===== src/rtl/seq_mult_pkg.sv =====
// Shared types and sizing helpers for the sequential shift-add multiplier.
// The state enum and the counter width are kept here so sub-blocks and benches agree.
package seq_mult_pkg;

  typedef enum logic [1:0] {
    IDLE = 2'd0,
    CALC = 2'd1,
    DONE = 2'd2
  } state_t;

  localparam int MIN_WIDTH = 2;
  localparam int MAX_WIDTH = 16;

  // Counter must be able to hold WIDTH itself, not just WIDTH-1.
  function automatic int cnt_width(input int width);
    return $clog2(width + 1);
  endfunction

endpackage


===== src/rtl/seq_multiplier_if.sv =====
// Start/done handshake bundle between a controller (master) and the multiplier (slave).
interface seq_multiplier_if #(
  parameter int WIDTH = 4
);

  logic                   start;
  logic                   signed_mode;
  logic [WIDTH-1:0]       a;
  logic [WIDTH-1:0]       b;
  logic                   busy;
  logic                   done;
  logic [2*WIDTH-1:0]     p;

  modport master (
    output start, signed_mode, a, b,
    input  busy, done, p
  );

  modport slave (
    input  start, signed_mode, a, b,
    output busy, done, p
  );

endinterface


===== src/rtl/seq_multiplier_abs_neg.sv =====
// Width-parameterised conditional two's-complement negate; used both for operand
// magnitudes and for restoring the sign of the finished product.
module abs_neg #(
  parameter int W = 4
) (
  input  logic [W-1:0] in_val,
  input  logic         neg,
  output logic [W-1:0] out_val
);

  assign out_val = neg ? (~in_val + W'(1)) : in_val;

endmodule


===== src/rtl/seq_multiplier.sv =====
// Sequential shift-add multiplier: one multiplier bit per clock, WIDTH clocks per product,
// unsigned or two's-complement operands selected per operation.
module seq_multiplier
  import seq_mult_pkg::*;
#(
  parameter int WIDTH = 4
) (
  input  logic              clk,
  input  logic              rst,
  seq_multiplier_if.slave   bus
);

  localparam int CW = cnt_width(WIDTH);

  state_t               state_q, state_d;
  logic [WIDTH-1:0]     mcand_q, mcand_d;
  logic [WIDTH-1:0]     mplier_q, mplier_d;
  logic [2*WIDTH-1:0]   acc_q, acc_d;
  logic [CW-1:0]        cnt_q, cnt_d;
  logic                 neg_q, neg_d;
  logic [2*WIDTH-1:0]   p_q, p_d;
  logic                 busy_q, busy_d;
  logic                 done_q, done_d;

  logic [WIDTH-1:0]     a_mag, b_mag;
  logic [WIDTH:0]       sum;
  logic [2*WIDTH-1:0]   acc_shift;
  logic [2*WIDTH-1:0]   p_fix;

  abs_neg #(.W(WIDTH)) u_abs_a (
    .in_val  (bus.a),
    .neg     (bus.signed_mode & bus.a[WIDTH-1]),
    .out_val (a_mag)
  );

  abs_neg #(.W(WIDTH)) u_abs_b (
    .in_val  (bus.b),
    .neg     (bus.signed_mode & bus.b[WIDTH-1]),
    .out_val (b_mag)
  );

  // The extra adder bit keeps the carry, which lands in the accumulator MSB after the shift.
  assign sum       = {1'b0, acc_q[2*WIDTH-1:WIDTH]} + {1'b0, (mplier_q[0] ? mcand_q : '0)};
  assign acc_shift = {sum, acc_q[WIDTH-1:1]};

  abs_neg #(.W(2*WIDTH)) u_fix (
    .in_val  (acc_shift),
    .neg     (neg_q & (acc_shift != '0)),
    .out_val (p_fix)
  );

  always_comb begin
    state_d  = state_q;
    mcand_d  = mcand_q;
    mplier_d = mplier_q;
    acc_d    = acc_q;
    cnt_d    = cnt_q;
    neg_d    = neg_q;
    p_d      = p_q;
    busy_d   = 1'b0;
    done_d   = 1'b0;
    case (state_q)
      IDLE: begin
        if (bus.start) begin
          mcand_d  = a_mag;
          mplier_d = b_mag;
          neg_d    = bus.signed_mode & (bus.a[WIDTH-1] ^ bus.b[WIDTH-1]);
          acc_d    = '0;
          cnt_d    = '0;
          state_d  = CALC;
          busy_d   = 1'b1;
        end
      end
      CALC: begin
        acc_d    = acc_shift;
        mplier_d = mplier_q >> 1;
        cnt_d    = cnt_q + CW'(1);
        if (cnt_q == CW'(WIDTH - 1)) begin
          p_d     = p_fix;
          state_d = DONE;
          done_d  = 1'b1;
        end else begin
          busy_d  = 1'b1;
        end
      end
      DONE: begin
        state_d = IDLE;
      end
      default: begin
        state_d = IDLE;
      end
    endcase
  end

  always_ff @(posedge clk) begin
    if (rst) begin
      state_q  <= IDLE;
      mcand_q  <= '0;
      mplier_q <= '0;
      acc_q    <= '0;
      cnt_q    <= '0;
      neg_q    <= 1'b0;
      p_q      <= '0;
      busy_q   <= 1'b0;
      done_q   <= 1'b0;
    end else begin
      state_q  <= state_d;
      mcand_q  <= mcand_d;
      mplier_q <= mplier_d;
      acc_q    <= acc_d;
      cnt_q    <= cnt_d;
      neg_q    <= neg_d;
      p_q      <= p_d;
      busy_q   <= busy_d;
      done_q   <= done_d;
    end
  end

  assign bus.busy = busy_q;
  assign bus.done = done_q;
  assign bus.p    = p_q;

endmodule


===== src/flat_wrapper.sv =====
// flat-port wrapper written by rule: the top's interface ports become plain ports
module seq_multiplier_flat import seq_mult_pkg::*;
#(
  parameter int WIDTH = 4
)
  (clk, rst, bus_start, bus_signed_mode, bus_a, bus_b, bus_busy, bus_done, bus_p);
  seq_multiplier_if #(.WIDTH(WIDTH)) bus_i ();
  input  logic clk;
  input  logic rst;
  input wire logic [$bits(bus_i.start)-1:0] bus_start;
  input wire logic [$bits(bus_i.signed_mode)-1:0] bus_signed_mode;
  input wire logic [$bits(bus_i.a)-1:0] bus_a;
  input wire logic [$bits(bus_i.b)-1:0] bus_b;
  output wire logic [$bits(bus_i.busy)-1:0] bus_busy;
  output wire logic [$bits(bus_i.done)-1:0] bus_done;
  output wire logic [$bits(bus_i.p)-1:0] bus_p;
  assign bus_i.start = bus_start;
  assign bus_i.signed_mode = bus_signed_mode;
  assign bus_i.a = bus_a;
  assign bus_i.b = bus_b;
  assign bus_busy = bus_i.busy;
  assign bus_done = bus_i.done;
  assign bus_p = bus_i.p;
  seq_multiplier #(.WIDTH(WIDTH)) u_core (.clk(clk), .rst(rst), .bus(bus_i));
endmodule

===== config.mk =====
export PLATFORM = sky130hd
export DESIGN_NAME = seq_multiplier_flat
export DESIGN_NICKNAME = d
export VERILOG_FILES = /design/src/rtl/seq_mult_pkg.sv /design/src/rtl/seq_multiplier_if.sv /design/src/rtl/seq_multiplier_abs_neg.sv /design/src/rtl/seq_multiplier.sv /design/src/flat_wrapper.sv
export SDC_FILE = /design/constraint.sdc
export NUM_CORES = 1
export LEC_CHECK = 0
export ABC_AREA = 0
export BUFFER_PORTS_ARGS = -buffer_cell sky130_fd_sc_hd__buf_4
export CORE_MARGIN = 2
export CORE_UTILIZATION = 59
export CTS_BUF_LIST = sky130_fd_sc_hd__clkbuf_4
export CTS_CLUSTER_DIAMETER = 40
export DETAILED_ROUTE_END_ITERATION = 8
export MAX_ROUTING_LAYER = met4
export PLACE_DENSITY_LB_ADDON = 0.12
export SLEW_MARGIN = 20
export SYNTH_ARGS = -nofsm -noshare
export SYNTH_HDL_FRONTEND = slang
export SYNTH_SLANG_ARGS = --single-unit

===== constraint.sdc =====
create_clock -name clk -period 3.1 [get_ports clk]
set_input_delay 0.155 -clock clk [delete_from_list [all_inputs] [get_ports clk]]
set_output_delay 0.155 -clock clk [all_outputs]
set_load 0.01 [all_outputs]

# Word level (Yosys, flattened, before mapping)
# Index checks and enable logic that the tools add are counted.
[word_totals]
romBits = 0
inputBits = 12
latchBits = 0
n_memories = 0
mem_bits_rw = 0
register_bits = 32
[op_classes]
n_shift = 0
n_mul = 0
n_reduce_logical = 8
div = 0
order_cmp = 0
addsub = 5
muxes = 17
n_eq_ne = 4
bitwise_logic = 9
[op_table]
columns = ["op", "n"]
rows = [
  ["$mux 4", 4],
  ["$mux 8", 2],
  ["$pmux 8 s2", 1],
  ["$add 4x1->4 const B", 2],
  ["$add 8x1->8 const B", 1],
  ["$not 4->4", 2],
  ["$not 8->8", 1],
  ["$pmux 4 s2", 1],
  ["$reduce_and 2->1", 4],
  ["$reduce_bool 8->1", 1],
  ["$pmux 3 s2", 1],
  ["$add 4x4->5", 1],
  ["$and 1x1->1", 4],
  ["$mux 2", 2],
  ["$pmux 2 s2", 1],
  ["$add 3x1->3 const B", 1],
  ["$eq 3x2->1 const B", 1],
  ["$mux 1", 3],
  ["$mux 3", 1],
  ["$eq 2x1->1 const B", 1],
  ["$logic_not 2->1", 1],
  ["$ne 2x1->1 const B", 1],
  ["$ne 2x2->1 const B", 1],
  ["$pmux 1 s2", 1],
  ["4 further kinds", 4],
]

# Logic depth before layout (Yosys ltp)
# Gate-level depths: netlist of run 1.
[logic_depth]
ltp_word = 5
ltp_mapped = 8
ltp_nobuf = 8

# Modules after synthesis
# A second synthesis of run 1 with hierarchy kept.
[unflattened]
cells_unflattened = 189
hier_area_um2 = 1707.9
[modules_own_cells]
columns = ["mod", "seq_area_each_um2", "area_each_um2", "cells_each", "instances"]
rows = [
  ["seq_multiplier", 620.6, 1391.3, 148, 1],
  ["abs_neg at u_core.u_fix", 0.0, 171.4, 21, 1],
  ["abs_neg at u_core.u_abs_a ...", 0.0, 72.6, 10, 2],
]

# Worst setup path before layout of run 1
# OpenSTA, ideal clock, no wires.
[synth_path]
path_type = "register -> register"
from = "register u_core.mplier_q[0]"
to = "register u_core.p_q[1] (netlist: u_core.bus.p[1])"
required_time_ps = 2978
setup_slack_ps = 763
path_stages_with_launch = 8
setup_time_ps = 122
arrival_time_ps = 2216
cell_sequence = "dfxtp_1 > and2_1 > ha_1 > fa_1 > nor3_1 > nand2_1 > or3_1 > o311a_1"
[synth_between]
elab_chain_len = 5
[synth_lines]
columns = ["item", "line", "source"]
rows = [
  ["start: declaration", "seq_multiplier.sv:17", "logic [WIDTH-1:0] mplier_q, mplier_d;"],
  ["start signal: assignment", "seq_multiplier.sv:109", "mplier_q <= mplier_d;"],
  ["$mux 4", "seq_multiplier.sv:43", "assign sum = {1'b0, acc_q[2*WIDTH-1:WIDTH]} + {1'b0, (mplier_q[0] ? mcand_q : '0)};"],
  ["$add 4x4->5", "seq_multiplier.sv:43", ""],
  ["$reduce_bool 8->1", "seq_multiplier.sv:48", ".neg (neg_q & (acc_shift != '0)),"],
  ["$and 1x1->1", "seq_multiplier.sv:48", ""],
  ["$mux 8", "seq_multiplier_abs_neg.sv:11", "assign out_val = neg ? (~in_val + W'(1)) : in_val;"],
  ["end signal: assignment", "seq_multiplier.sv:113", "p_q <= p_d;"],
  ["end: declaration", "seq_multiplier.sv:21", "logic [2*WIDTH-1:0] p_q, p_d;"],
]
# Every way passes these cells.
# A chain may end at the register's enable or synchronous reset.

# Worst setup path in the final report of run 1
# Same ends and word-level chain as after synthesis.

==> flow_summary.ini, run 1 <==
[synth]
ys_async_sr_fraction_pct = 0
yosys.cell_types.count = 47
ys_seq_elements = 31
ys.flop_type = dfxtp_1
postSynthCellCount = 190
synth_nets = 212
yosys_warnings = 0
synth-edff-count = 0
syn_area_per_cell_sq_um = 8.42
netlist_area_sq_um = 1600
seq_area_frac_synth_pct = 38.8

[global_routing]
grt_pass1_vias = 1388
grt_start_max_net_pins = 32
grt-ovfl-total = 0
antenna_found_initial = 0
track_usage_pct = 24.0
grt_pass1_wl_microns = 5840

[die]
fp.coreArea_sq_um = 2520
fp.dieW_microns = 56.1
io_pins = 22
placementRows = 18
die_h_microns = 56.1
initial_core_util_pct = 63.4
dieArea_sq_um = 3140

[power]
intPower_mw = 0.544
vdd_drop_max_mv = 0.300
seq_power_share_pct = 57.0
p_leak_nw = 0.819
swShare_pct = 26.0
total_power_mw = 0.736
p_comb_share_pct = 13.3
p_clk_share_pct = 29.7
p_per_area_nw_per_um2 = 402
switchingPower_mw = 0.192

[route]
remaining_drc_errors = 0
drt_iter0_drc = 45
vias = 1453
firstDrtPassIters = 6
avgRoutedWirePerCell_microns = 13.6
routed_wl_microns = 3310
viasPerCell = 5.98
ant_nets = 0

[sta]
fin_crit_ps = 2470
setup-tns-final_ps = 0
setup_viol = 0
fin_hold_ws_ps = 113
worstMarginPinSlew_ps = 511
fin_skew_ps = 6.06
slew_violations = 0
final_hold_viol_count = 0
final.period_utilization_pct = 79.8
relSlewSlack_pct = 65.8
fmax_mhz = 404
grt_setup_unrepaired = no

[placement]
dp_hpwl_microns = 2490
placed_area_sq_um = 1780
routabilityCongestion = 0.938
port_buffers = 21

[setup_path]
arrival_ps = 2690
worst-r2r-cell-count = 7
critPathCaptureType = flop
crit_type = flop to flop
worstPathRequired_ps = 3320
critPathLaunchType = flop
path_max_fanout = 5

[cts]
cts_resized = 0
cts_tree = yes
path_clk_slew_ps = 90
cts_root_buf = clkbuf_4
cts_buffer_depth = 2
hold_buffers = 0
worstSkewPairLatency_ps = 320
cts_made_buffers = 5
post_cts_buffers = 0
cts.sinks = 31
htree_levels = 2

[min_path]
hold_depth = 3
hold_path.class = primary input to flop

[run]
maxCapViolCount = 0

[finish]
drive_gt1_share_pct = 16.4
layout_common_cells = 32 x nor2_1, 31 x dfxtp_1, 23 x buf_4, 13 x inv_1, 11 x nand2_1
layout_commonest_cell = nor2_1
num-nets-final = 234
fin_area_sq_um = 1830
syn2layout_area_growth_pct = 14.5
final_util_pct = 72.6
n_antenna_cell = 0

[outcome]
status = complete, no violations
-- power groups by stage --
stage | Clock [mW] | Combinational (mW) | Sequential, mW
final | 0.219 | 0.0982 | 0.419
after CTS | 0.224 | 0.0980 | 0.419
after global placement | 0 | 0.0934 | 0.428
after detailed placement | 0 | 0.0976 | 0.429
after floorplan | 0 | 0.0647 | 0.426
after global routing | 0.246 | 0.110 | 0.421
-- per-stage QoR --
stage                     setup WS (ps)  cells
after CTS                           623    243
after floorplan                     763    190
after global routing                459    243
final                               626    243
after global placement              680    235
after detailed placement            618    235
-- routing by layer --
| layer | part of all wire (%) | up-vias | track usage (%) |
|---|---|---|---|
| met4 | 2.0 | 0 | 8.84 |
| met5 | 0 | - | - |
| li1 | - | 722 | - |
| met2 | 49 | 46 | 38.3 |
| met3 | 5.0 | 8 | 7.44 |
| met1 | 44 | 677 | 28.5 |
-- layout make-up --
cell class | count | area, sq um
clock inverter | 2 | 7.51
multi-input combinational | 138 | 898
clock buffer | 6 | 45.0
fill | 207 | 692
sequential | 31 | 621
timing repair buffer | 23 | 173
inverter | 13 | 48.8
tap | 30 | 37.5
-- Yosys cell counts, drive strengths merged (5+ instances only) --
master | instances | area [sq um]
a211oi | 5 | 37.5
a21oi | 10 | 50.1
a22oi | 6 | 45.0
and2 | 6 | 40.0
dfxtp | 31 | 621
ha | 9 | 113
inv | 13 | 48.8
nand2 | 11 | 41.3
nor2 | 32 | 120
o21ai | 8 | 40.0
-- critical path, stage by stage, from the launching register on --
cell	delay (ps)
dfxtp_1	340
and2_1	160
ha_1	200
fa_1	490
nor3_1	300
nand2_1	170
or3_1	410
o311a_1	290
-- path summary, 6_finish.rpt --
check                      endpoint                from  slack, ps
setup / recovery    u_core.bus.p[1]  u_core.mplier_q[0]        630
hold / removal    u_core.mcand_q[0]            bus_a[0]        110
setup reg to reg    u_core.bus.p[1]  u_core.mplier_q[0]        630
hold reg to reg     u_core.bus.p[0]     u_core.bus.p[0]        470
-- state kept, by name, summed over array words and instances (netlist names) --
name             flops
u_core.bus.p         8
u_core.neg_q         1
u_core.acc_q         7
u_core.bus.done      1
u_core.bus.busy      1
u_core.mplier_q      4
u_core.state_q       2
u_core.cnt_q         3
u_core.mcand_q       4
-- kinds of logic (layout without fill, tap and decap cells) --
kind of cell | Yosys count | after routing | synth area share (%)
AND/OR/NAND/NOR | 68 | 68 | 20.3
adder cells (fa/ha/maj) | 10 | 10 | 8.29
XOR/XNOR | 6 | 6 | 3.29
flip-flops | 31 | 31 | 38.8
multiplexers | 1 | 1 | 0.626
buffers and inverters | 21 | 44 | 5.01
AO/OA/AOI/OAI | 53 | 53 | 23.6
Power figures use the tool's default switching activity.
==> run 2: changes to the inputs <==
- CORE_UTILIZATION: 59 -> 53
- clock period: 3.1 -> 2.08 ns (I/O delays scaled with it)
==> flow_summary.ini, run 2 (synthesis gave the netlist of run 1 again) <==
[setup_path]
critPathLaunchType = flop
crit_type = flop to flop
worst-r2r-cell-count = 8
startpoint = u_core.mplier_q[0]
timing.reg2reg.setup_slack_ps = -150
r2r-start = u_core.mplier_q[0]
critPathCaptureType = flop
arrival_ps = 2470
crit_end = u_core.bus.p[1]
worstPathRequired_ps = 2310
worstReg2RegEnd = u_core.bus.p[1]
path_max_fanout = 5

[die]
die_h_microns = 58.9
dieArea_sq_um = 3470
fp.coreArea_sq_um = 2810
placementRows = 19
initial_core_util_pct = 57.0
io_pins = 22
fp.dieW_microns = 58.9

[outcome]
violations = design-rule violations, negative setup slack
status = complete, but fails checks

[sta]
relSlewSlack_pct = 57.0
setup_viol = 4
final.period_utilization_pct = 107
final_hold_viol_count = 0
grt_setup_unrepaired = yes
worstMarginPinSlew_ps = 640
setup_ws_ps = -153
setup-tns-final_ps = -379
fin_crit_ps = 2230
fin_hold_ws_ps = 23.4
fmax_mhz = 448
fin_skew_ps = 8.20
slew_violations = 0

[placement]
dp_cells = 252
routabilityCongestion = 0.847
dp_hpwl_microns = 2730
port_buffers = 21

[cts]
cts.sinks = 31
cts_buffer_depth = 2
cts_made_buffers = 5
htree_levels = 2
cts_tree = yes
worstSkewPairLatency_ps = 340
hold_buffers = 0
path_clk_slew_ps = 90
cts_root_buf = clkbuf_4

[finish]
layout_common_cells = 42 x buf_4, 32 x nor2_1, 30 x dfxtp_1, 13 x inv_1, 10 x nand2_1
instances_no_fill = 263
drive_gt1_share_pct = 31.0
final_util_pct = 74.3
largest_reg_flops = 8
layout_commonest_cell = buf_4
n_antenna_cell = 0
num-nets-final = 254
syn2layout_area_growth_pct = 30.3

[global_routing]
grt-ovfl-total = 0
met1_usage_pct = 27.3
grt_use_met3_pct = 5.93
use_met2_pct = 43.5
grt_pass1_wl_microns = 6350
busiest_layer = met2
track_usage_pct = 25.1
grt_start_max_net_pins = 32
grt_pass1_vias = 1444
antenna_found_initial = 0

[power]
p_leak_nw = 0.912
vdd_drop_max_mv = 0.380
p_per_area_nw_per_um2 = 545

[route]
remaining_drc_errors = 3
firstDrtPassIters = 6
vias = 1538
avgRoutedWirePerCell_microns = 14.5
ant_nets = 0
viasPerCell = 5.85
drt_iter0_drc = 50
routed_wl_microns = 3830

[run]
maxCapViolCount = 0

[min_path]
hold_path.class = primary input to flop
hold_depth = 3
[run 2: cell types whose count changed in the layout (fill, tap and decap cells not counted), moves of 2 or more]
cell,before,now
a211oi_1,5,3
a211oi_2,0,2
and2_1,5,3
and2_4,1,3
buf_4,23,42
ha_1,9,6
ha_4,0,3
[run 2: worst min path at each step]
| stage | from | endpoint | slack [ps] |
|---|---|---|---|
| 3_5_place_dp | bus_a[0] | u_core.mcand_q[0] | 370 |
| 5_1_grt | bus_a[0] | u_core.mcand_q[0] | 20 |
| 4_1_cts | bus_a[0] | u_core.mcand_q[0] | 20 |
| 3_3_place_gp | bus_a[0] | u_core.mcand_q[0] | 360 |
| 2_1_floorplan | bus_a[0] | u_core.mcand_q[0] | 250 |
| 6_report | bus_a[0] | u_core.mcand_q[0] | 20 |
[run 2: per-layer routing]
layer  wire length [microns]  vias up
met5                       0        -
met4                      87        0
met3                     179       10
met2                    1990       44
met1                    1570      719
li1                        -      765
[run 2: worst max-delay path, stage by stage, from the launching register on]
cell,delay [ps]
dfxtp_2,340
and2_4,160
ha_4,160
fa_2,370
a21o_2,220
a21oi_2,130
nand2_1,90
or3_4,350
o311a_1,300
[run 2: area by class of cell]
type / count / area (sq um)
Inverter: 13 / 48.8
Multi-Input combinational cell: 138 / 1000
Clock inverter: 2 / 8.76
Timing Repair Buffer: 43 / 327
Fill cell: 212 / 722
Tap cell: 31 / 38.8
Clock buffer: 5 / 37.5
Sequential cell: 31 / 622
[run 2: metrics by stage]
step           power (mW)  setup WS, ps  area (sq um)
6_report             1.14          -153          2080
5_1_grt              1.19          -217          2080
3_3_place_gp        0.799          -112          1940
4_1_cts              1.13          -142          2050
2_1_floorplan       0.737          -116          1640
3_5_place_dp        0.806          -175          1940
[run 2: report_power, final]
group          switching, mW  internal, mW
combinational         0.0981        0.0947
clock                  0.198         0.119
sequential            0.0136         0.613
[run 2: timing repair]
action / CTS / global route
pin swaps: 8 / 2
endpoints found under the setup margin: 4 / 5
buffers inserted: 3 / 1
gates resized for setup: 8 / 4
==> run 3: changes to the inputs <==
- CAP_MARGIN: not set -> 20
- CORE_UTILIZATION: 53 -> 51
- CTS_BUF_LIST: sky130_fd_sc_hd__clkbuf_4 -> sky130_fd_sc_hd__clkbuf_16
- PLACE_DENSITY: not set -> 0.75
- PLACE_DENSITY_LB_ADDON: 0.12 -> not set
==> flow_summary.ini, run 3 (synthesis gave the netlist of run 1 again) <==
[outcome]
violations = negative setup slack
status = complete, but fails checks

[cts]
htree_levels = 2
cts_made_buffers = 5
cts_tree = yes
cts_buffer_depth = 2
cts.sinks = 31
path_clk_slew_ps = 50
worstSkewPairLatency_ps = 280
cts_root_buf = clkbuf_16

[die]
fp.dieW_microns = 60.0
placementRows = 20
initial_core_util_pct = 52.8
die_h_microns = 60.0
io_pins = 22
dieArea_sq_um = 3600
fp.coreArea_sq_um = 3030

[global_routing]
grt_pass1_vias = 1463
track_usage_pct = 25.6
grt_start_max_net_pins = 32
grt-ovfl-total = 0
grt_pass1_wl_microns = 6530
antenna_found_initial = 0

[finish]
layout_commonest_cell = buf_4
fin_area_sq_um = 2170
syn2layout_area_growth_pct = 35.8
final_util_pct = 71.7
instances_no_fill = 274
n_antenna_cell = 0
largest_reg_flops = 8
layout_common_cells = 39 x buf_4, 32 x nor2_1, 30 x dfxtp_1, 14 x inv_1, 10 x nand2_1
drive_gt1_share_pct = 29.1
num-nets-final = 251
num-fill-cells = 237

[setup_path]
critPathTopFamily = simple AND/OR/NAND/NOR gates
crit_type = flop to flop
path_cells = and2_4, buf_6, fa_2, nor3_4, nand2_2, or3_4, o311a_1
worst-path-buf-inv = 1
worstPathRequired_ps = 2240
startpoint = u_core.mplier_q[0]
critPathCaptureType = flop
cpMaxStageDelayCell = fa_2
worst_path_largest_cell_delay_ps = 490
r2r-start = u_core.mplier_q[0]
critPathLaunchType = flop
arrival_ps = 2410
path_max_fanout = 5

[sta]
fin_crit_ps = 2260
grt_setup_unrepaired = yes
fmax_mhz = 443
fin_skew_ps = 4.85
relSlewSlack_pct = 59.9
worstMarginPinSlew_ps = 598
final_hold_viol_count = 0
setup_ws_ps = -176
final.period_utilization_pct = 108
slew_violations = 0
setup_viol = 3
fin_hold_ws_ps = 105

[route]
ant_nets = 0
firstDrtPassIters = 4
routed_wl_microns = 3900
avgRoutedWirePerCell_microns = 14.2
vias = 1518
remaining_drc_errors = 0
drt_iter0_drc = 43
viasPerCell = 5.54

[power]
p_per_area_nw_per_um2 = 683
p_leak_nw = 0.944
vdd_drop_max_mv = 0.550

[placement]
placed_area_sq_um = 1950
port_buffers = 21
dp_hpwl_microns = 2820
routabilityCongestion = 0.843
dp_cells = 265

[min_path]
hold_path.class = primary input to flop
hp-start = bus_a[0]

[run]
maxCapViolCount = 0
==> run 3: layout make-up <==
cell class / instances / area, sq um / share of cell area [%]
clock inverter: 3 / 11.3 / 0.518
clock buffer: 5 / 125 / 5.76
timing repair buffer: 40 / 304 / 14.0
tap: 44 / 55.1 / 2.53
sequential: 31 / 622 / 28.6
multi-input combinational: 138 / 1010 / 46.3
inverter: 13 / 48.8 / 2.25
==> run 3: final timing paths <==
path,endpoint,slack [ps],cells past startpoint
setup / recovery,u_core.bus.p[1],-180,7
hold / removal,u_core.mcand_q[0],100,3
setup reg to reg,u_core.bus.p[1],-180,7
hold reg to reg,u_core.bus.p[0],460,2
==> run 3: metrics by stage <==
stage	setup TNS [ps]	total power [mW]	worst slack (ps)
6_report	-354	1.48	-176
4_1_cts	-291	1.49	-153
2_1_floorplan	-119	0.737	-116
3_5_place_dp	-415	0.808	-204
5_1_grt	-733	1.55	-234
3_3_place_gp	-196	0.800	-111
==> run 3: worst register-to-register path: stages, from the launching register on <==
cell and delay [ps]:
dfxtp_2 330, and2_4 170, buf_6 120, fa_2 490, nor3_4 210, nand2_2 120
or3_4 400, o311a_1 300
==> run 3: routing by layer <==
layer / GRT usage (%) / part of all wire (%) / vias to the layer above
met3: 7.36 / 5.2 / 6
met1: 27.9 / 41 / 702
met5: - / 0 / -
li1: - / - / 756
met4: 11.4 / 1.6 / 0
met2: 43.0 / 53 / 54
==> run 3: what timing repair did <==
item                                    CTS  global route
hold buffers                              0             0
pin swaps                                 5             6
gates cloned                              0             0
setup buffers                             2             1
endpoints found under the setup margin    5             5
gates resized for setup                   8             3
==> run 3: power breakdown <==
part | leakage [nW] | switching, mW | internal (mW)
combinational | 0.621 | 0.0993 | 0.0854
clock | 0.0701 | 0.240 | 0.429
sequential | 0.252 | 0.0137 | 0.615
